===== config.mk =====
export PLATFORM = sky130hd
export DESIGN_NAME = reg_share_arbiter
export DESIGN_NICKNAME = d
export VERILOG_FILES = /design/src/rtl/reg_share_arbiter.sv
export SDC_FILE = /design/constraint.sdc
export NUM_CORES = 1
export LEC_CHECK = 0
export ABC_CLOCK_PERIOD_IN_PS = 2200
export CORE_MARGIN = 5
export CORE_UTILIZATION = 47
export CTS_BUF_LIST = sky130_fd_sc_hd__clkbuf_2
export CTS_CLUSTER_DIAMETER = 50
export DETAILED_ROUTE_END_ITERATION = 8
export GPL_ROUTABILITY_DRIVEN = 1
export PLACE_DENSITY = 0.82
export SLEW_MARGIN = 25
export SYNTH_ARGS = -nofsm -noshare
export SYNTH_HDL_FRONTEND = slang
export SYNTH_SLANG_ARGS = --single-unit

===== constraint.sdc =====
create_clock -name CLK -period 2.2 [get_ports CLK]
set_input_delay 0.33 -clock CLK [delete_from_list [all_inputs] [get_ports CLK]]
set_output_delay 0.33 -clock CLK [all_outputs]
set_load 0.005 [all_outputs]

===== src/rtl/reg_share_arbiter.sv =====
// reg_share_arbiter: N requesters share one WIDTH-bit register through a
// round-robin arbiter. A requester can hold a lock for up to LOCK_MAX cycles.
// Ports:
//   CLK       - clock, rising edge
//   RESETN    - synchronous active-low reset
//   I_VALID   - per-requester write request
//   I         - per-requester write data, requester k at [k*WIDTH +: WIDTH]
//   I_LOCK    - per-requester lock request
//   I_READY   - per-requester grant (combinational, one-hot or zero)
//   O         - shared register contents
//   O_OWNER   - index of the last writer
//   O_UPDATED - pulses for one cycle after each transfer
//   O_LOCKED  - high while a lock is held
module reg_share_arbiter #(
    parameter int unsigned     WIDTH    = 8,
    parameter int unsigned     N        = 4,
    parameter logic [WIDTH-1:0] INIT    = '0,
    parameter int unsigned     LOCK_MAX = 8
) (
    input  logic                          CLK,
    input  logic                          RESETN,
    input  logic [N-1:0]                  I_VALID,
    input  logic [N*WIDTH-1:0]            I,
    input  logic [N-1:0]                  I_LOCK,
    output logic [N-1:0]                  I_READY,
    output logic [WIDTH-1:0]              O,
    output logic [((N>1)?$clog2(N):1)-1:0] O_OWNER,
    output logic                          O_UPDATED,
    output logic                          O_LOCKED
);

    localparam int unsigned OW = (N > 1) ? $clog2(N) : 1;
    localparam int unsigned LW = 8;

    typedef enum logic {ST_ARB, ST_LOCKED} state_t;

    state_t          state_q, state_d;
    logic [OW-1:0]   ptr_q, ptr_d;
    logic [OW-1:0]   owner_q, owner_d;
    logic [LW-1:0]   lcnt_q, lcnt_d;

    logic [WIDTH-1:0] din [N];
    logic [OW-1:0]   arb_idx;
    logic [OW-1:0]   scan_idx;
    logic            arb_found;
    logic [OW-1:0]   xfer_idx;
    logic            xfer;
    logic [N-1:0]    ready_c;

    function automatic logic [OW-1:0] wrap_inc(input logic [OW-1:0] k);
        if (32'(k) == N - 1) return '0;
        return k + OW'(1);
    endfunction

    // Unpack the flat data bus into one word per requester.
    always_comb begin
        for (int unsigned k = 0; k < N; k++) begin
            din[k] = I[k*WIDTH +: WIDTH];
        end
    end

    // Round-robin search starting at ptr_q.
    always_comb begin
        arb_found = 1'b0;
        arb_idx   = '0;
        scan_idx  = '0;
        for (int unsigned i = 0; i < N; i++) begin
            scan_idx = OW'((32'(ptr_q) + i) % N);
            if (!arb_found && I_VALID[scan_idx]) begin
                arb_found = 1'b1;
                arb_idx   = scan_idx;
            end
        end
    end

    // Grant: lock owner always wins while locked; nothing during reset.
    always_comb begin
        ready_c = '0;
        if (RESETN) begin
            if (state_q == ST_LOCKED) ready_c[owner_q] = 1'b1;
            else if (arb_found)       ready_c[arb_idx] = 1'b1;
        end
    end

    assign I_READY  = ready_c;
    assign xfer_idx = (state_q == ST_LOCKED) ? owner_q : arb_idx;
    assign xfer     = |(I_VALID & ready_c);
    assign O_LOCKED = (state_q == ST_LOCKED);

    // Next-state: lock entry, lock extension and release.
    always_comb begin
        state_d = state_q;
        ptr_d   = ptr_q;
        owner_d = owner_q;
        lcnt_d  = lcnt_q;
        case (state_q)
            ST_ARB: begin
                if (xfer && I_LOCK[xfer_idx]) begin
                    state_d = ST_LOCKED;
                    owner_d = xfer_idx;
                    lcnt_d  = LW'(1);
                end else if (xfer) begin
                    ptr_d = wrap_inc(xfer_idx);
                end
            end
            ST_LOCKED: begin
                if (I_LOCK[owner_q] && (lcnt_q < LW'(LOCK_MAX))) begin
                    lcnt_d = lcnt_q + LW'(1);
                end else begin
                    state_d = ST_ARB;
                    ptr_d   = wrap_inc(owner_q);
                    lcnt_d  = '0;
                end
            end
            default: state_d = ST_ARB;
        endcase
    end

    // State and arbitration registers.
    always_ff @(posedge CLK) begin
        if (!RESETN) begin
            state_q <= ST_ARB;
            ptr_q   <= '0;
            owner_q <= '0;
            lcnt_q  <= '0;
        end else begin
            state_q <= state_d;
            ptr_q   <= ptr_d;
            owner_q <= owner_d;
            lcnt_q  <= lcnt_d;
        end
    end

    // Shared register and its status.
    always_ff @(posedge CLK) begin
        if (!RESETN) begin
            O         <= INIT;
            O_OWNER   <= '0;
            O_UPDATED <= 1'b0;
        end else begin
            O_UPDATED <= xfer;
            if (xfer) begin
                O       <= din[xfer_idx];
                O_OWNER <= xfer_idx;
            end
        end
    end

endmodule

Word level (Yosys, flattened, before mapping)

Cells that the tools add are included.
Widths: inputs -> output; s select.

Eq/ne operators: 6
Order comparisons: 11
Divide/modulo/power cells: 0
Multiplexer cells: 52
Bitwise operators: 3
Multiply operators: 0
Add/sub/neg operators: 6
Reduce and logical (&&, ||, !) cells: 13
Shifts and indexed selects: 0

Operators by type and width:

| kind                | count |
|---|---|
| $mux 8              | 4 |
| $mux 2              | 12 |
| $lt 2x3->1 const B  | 7 |
| $mux 1              | 21 |
| $bmux 8 s2          | 1 |
| $pmux 8 s2          | 1 |
| $bmux 1 s2          | 6 |
| $mux 4              | 3 |
| $add 8x1->8 const B | 1 |
| $lt 8x4->1 const B  | 1 |
| $ne 2x2->1 const B  | 4 |
| $logic_and 1x1->1   | 7 |
| $add 2x1->2 const B | 3 |
| $add 2x2->2 const B | 2 |
| $and 4x4->4         | 1 |
| $demux 1 s2         | 2 |
| $eq 2x2->1 const B  | 2 |
| $ge 2x1->1 const B  | 2 |
| $pmux 2 s2          | 1 |
| $reduce_or 4->1     | 1 |
| $ge 3x3->1 const B  | 1 |
| $logic_not 1->1     | 3 |
| $not 2->3           | 1 |
| $reduce_and 3->1    | 1 |
| other kinds (3)     | 3 |

Output and inout bits: 16
Register bits after elaboration: 24
Word-level logic and storage cells: 98
RAM bits: 0
Input bits: 42
Bits in read-only memories: 0
Latch bits: 0
Memories: 0

Longest topological paths before layout

Depth in word-level cells: 28
Depth in mapped cells: 8

Worst setup path after synthesis

Ideal clock, no wire load.

Path type: input to register
Start: input port I_VALID[0]
End: register ptr_q[0]
Data arrival time: 1.867 ns
Path slack: 0.259 ns
Cell stages on the path: 8
Data required time: 2.126 ns
Path buffers: 2
Path through: buf_6 -> nand2_1 -> a211o_1 -> a31o_1 -> buf_6 -> a211o_4 -> a211o_1 -> o211ai_2

Longest elaborated chain between the ends: 24
Elaborated cells on any way between the ends: 49
Classes of those cells: 1 x add/sub; 2 x order compare; 3 x eq/ne; 32 x mux; 1 x bitwise; 10 x reduce/logical

RTL lines:

| what                              | line | RTL |
|---|---|---|
| from (decl)                       | 22   | `input logic [N-1:0] I_VALID,` |
| $bmux 1 s2                        | 69   | `if (!arb_found && I_VALID[scan_idx]) begin` |
| $mux 1 (implied by the code)      | 69   |  |
| $mux 1                            | 69   |  |
| $logic_not 1->1                   | 69   |  |
| $logic_and 1x1->1                 | 69   |  |
| $mux 1                            | 69   |  |
| $logic_not 1->1                   | 69   |  |
| $logic_and 1x1->1                 | 69   |  |
| (+8 left out)                     | --   |  |
| $mux 4                            | 81   | `else if (arb_found) ready_c[arb_idx] = 1'b1;` |
| $mux 4                            | 80   | `if (state_q == ST_LOCKED) ready_c[owner_q] = 1'b1;` |
| $mux 4                            | 79   | `if (RESETN) begin` |
| $and 4x4->4                       | 87   | `assign xfer = \|(I_VALID & ready_c);` |
| $reduce_or 4->1                   | 87   |  |
| $logic_and 1x1->1                 | 98   | `if (xfer && I_LOCK[xfer_idx]) begin` |
| $ne 2x2->1 (no source line)       | --   |  |
| $reduce_and 3->1 (no source line) | --   |  |
| to (signal assigned)              | 128  | `ptr_q <= ptr_d;` |
| to (decl)                         | 38   | `logic [OW-1:0] ptr_q, ptr_d;` |

Several ways; a longest one is shown, not always the timed one. The select of a mux whose other input is x is not followed.
A chain may end at the register's enable or synchronous reset.

Worst setup path in the final report

Start: register ptr_q[1]
End: register O[7]

Longest elaborated chain between the ends: 21
Elaborated cells on any way between the ends: 40
Classes of those cells: 3 x add/sub; 2 x order compare; 25 x mux; 2 x bitwise; 8 x reduce/logical

RTL lines:

| what                                                                | line | RTL |
|---|---|---|
| parallel branches: the longest is 21 deep, another holds $lt 2x3->1 | --   |  |
| to (signal assigned)                                                | 143  | `O <= din[xfer_idx];` |
| to (decl)                                                           | 26   | `output logic [WIDTH-1:0] O,` |

Several ways; the timed one is not identified. The select of a mux whose other input is x is not followed.

==> flow_summary.ini <==
[status]
outcome = finished with violations
violations = negative setup slack

[synth]
yosysWarnings = 0
yosysTopAreaCell = dfxtp_1
synth_area_um2 = 1720
yosys_most_used_dff = dfxtp_1
synth_edf_count = 0
ys_ff_latch = 24
async_reset_ff_share_pct = 0
netlist_top_cells_area = dfxtp_1, mux2i_1, mux2_2
synth_seq_area_share_pct = 27.9
synth_fp_nets = 236
synthCells = 189
yosysUniqueCellTypes = 55
synth_top_area_share_pct = 27.9
avgSynthCellArea_um2 = 9.10

[routing]
drc_errors = 0
dr.pass1.iters = 5
final_antenna_net_count = 0
wirelength_mm = 6.03
vias = 1916
drt_iter0_markers = 202
wl_per_cell_um = 18.4
viasPerCell = 5.84

[worst_setup_path]
crit_slowest_cell = dfxtp_4
max_stage_delay_ns = 0.42
cp.buffers_inverters = 5
cp_max_fo = 6
critPathTopFamily = multiplexers
worstPathArrival_ns = 2.56
cp-start-kind = register
worstPathCellList = buf_12 -> mux2i_1 -> o221ai_2 -> buf_4 -> buf_6 -> o21a_4 -> buf_6 -> buf_6 -> mux2i_1 -> mux2_2 -> mux2i_1
worstSetupEndpointType = register
crit_type = reg -> reg
crit_required_ns = 2.50

[grt]
grtUsageTotal_pct = 20.0
grt_pass1_vias = 1837
grt_pass1_wl_mm = 8.15
antenna_found_initial = 0
grt_max_degree = 19
overflow = 0

[sta]
fin_crit_ns = 2.26
skew_ns = 0.0106
final_hold_viol_count = 0
slew_viol_final = 0
worst_slew_pin_slew_ns = 0.517
slew_headroom_pct = 65.4
tns_ns = -0.123
fin_crit_sh_pct = 103
final.setup.worst_slack_ns = -0.0623
setup_viol = 3
rsz0062_at_grt = yes
fmax_mhz = 442

[floorplanning]
initial_core_util_pct = 47.7
ioPinCount = 58
dieArea_um2 = 4970
rows = 22
fp.dieW_um = 70.5
core_um2 = 3610
die_y_um = 70.5

[layout]
fillers = 251
diodes = 0
final_common_cell = clkdlybuf4s50_1
area_growth_pct = 61.2
layout.nets = 328
layout_common_cells = clkdlybuf4s50_1, mux2i_1, buf_4
drive_gt1_share_pct = 29.3
finalNonFillerCells = 328

[placement]
dp_cells = 314
place_congestion = 0.862
io_buffers = 57
dp_hpwl_mm = 3.80

[clock_network]
cts_made_buffers = 3
cts_hold_buf = 0
clk_latency_ns = 0.34
cts_tree = done
path_clk_slew_ns = 0.25
cts_max_path_buffers = 2
numClockSinks = 24
ctsHtreeMaxLevel = 1
root_buffer = clkbuf_2

[min_path]
holdCritPathClass = reg -> reg

[job]
maxCapViolCount = 0

[power_and_ir_drop]
powerDensity_nw_per_um2 = 1050
p_leak_nw = 1.25
ir_drop_mv = 0.575
==> registers in the layout, indices dropped and copies added, names as in the netlist <==
register / cells
O_LOCKED: 1
O_OWNER: 2
owner_q: 2
O: 8
ptr_q: 2
lcnt_q: 8
O_UPDATED: 1
==> cell families (layout without fill, tap and decap cells) <==
family                     Yosys count  after routing  share of synthesized area, %
AOI/OAI and AO/OA                   45             45                          20.1
and+or+nand+nor                     58             58                          17.1
buffers and inverters               18            109                          7.20
DFF                                 24             24                          27.9
adders and majority gates            5              5                          3.64
muxes                               39             39                          24.0
==> Yosys cell counts, types with 4 or more instances <==
| cell | number |
|---|---|
| mux2_2 | 8 |
| o21ai_0 | 5 |
| dfxtp_1 | 24 |
| nor2_1 | 11 |
| buf_6 | 5 |
| ha_1 | 5 |
| nand3_1 | 6 |
| inv_1 | 4 |
| and3_1 | 5 |
| a21oi_1 | 11 |
| nand2_1 | 21 |
| mux2i_1 | 30 |
==> layer usage <==
layer,global-route usage [%],wire [um]
met1,22.3,2220
met2,34.3,2950
met3,7.34,599
met4,7.66,270
met5,0,0
==> cell type report <==
cell class                      instances  area (um2)  area share [%]
Multi-Input combinational cell        147        1190            43.1
Timing Repair Buffer                   97         947            34.2
Sequential cell                        24         493            17.8
Tap cell                               48        60.1            2.17
Inverter                                8        31.3            1.13
Clock inverter                          1        30.0            1.08
Clock buffer                            3        15.0           0.542
==> final timing paths <==
path | slack, ns | endpoint | start | depth (start not counted)
worst min register to register | 0.48 | O[3] | O[3] | 2
worst min-delay path | 0.48 | O[3] | O[3] | 2
worst max-delay path | -0.06 | O[7] | ptr_q[1] | 11
worst max register to register | -0.06 | O[7] | ptr_q[1] | 11
==> report_power, final <==
| group | switching (mW) | internal (mW) |
|---|---|---|
| Combinational | 0.856 | 1.06 |
| Sequential | 0.105 | 0.585 |
| Clock | 0.139 | 0.157 |
==> tightest hold or removal path: cells and delay by family (launching register included) <==
family / cells / cell delay, ns
multiplexers: 1 / 0.05
flip-flops: 1 / 0.37
AND/OR/NAND/NOR: 1 / 0.05
==> what timing repair did <==
item	4_1_cts	5_1_grt
setup buffers	3	4
pin swaps	4	8
setup endpoints to repair	4	26
resized for setup	19	22
gates cloned	0	3
==> metrics by stage <==
step / hold slack, ns / setup WS (ns) / cell area, um2 / total power, mW / utilization (%)
2_1_floorplan: 0.453 / 0.259 / 1720 / 1.59 / -
3_3_place_gp: 0.445 / -0.324 / 2490 / 2.19 / 69.2
3_5_place_dp: 0.457 / -0.346 / 2490 / 2.22 / 69.2
4_1_cts: 0.482 / -0.0579 / 2590 / 2.57 / 71.8
5_1_grt: 0.506 / -0.127 / 2770 / 3.06 / 76.9
6_report: 0.481 / -0.0623 / 2770 / 2.90 / 76.9
No activity file was read; power rests on OpenSTA's default activity.
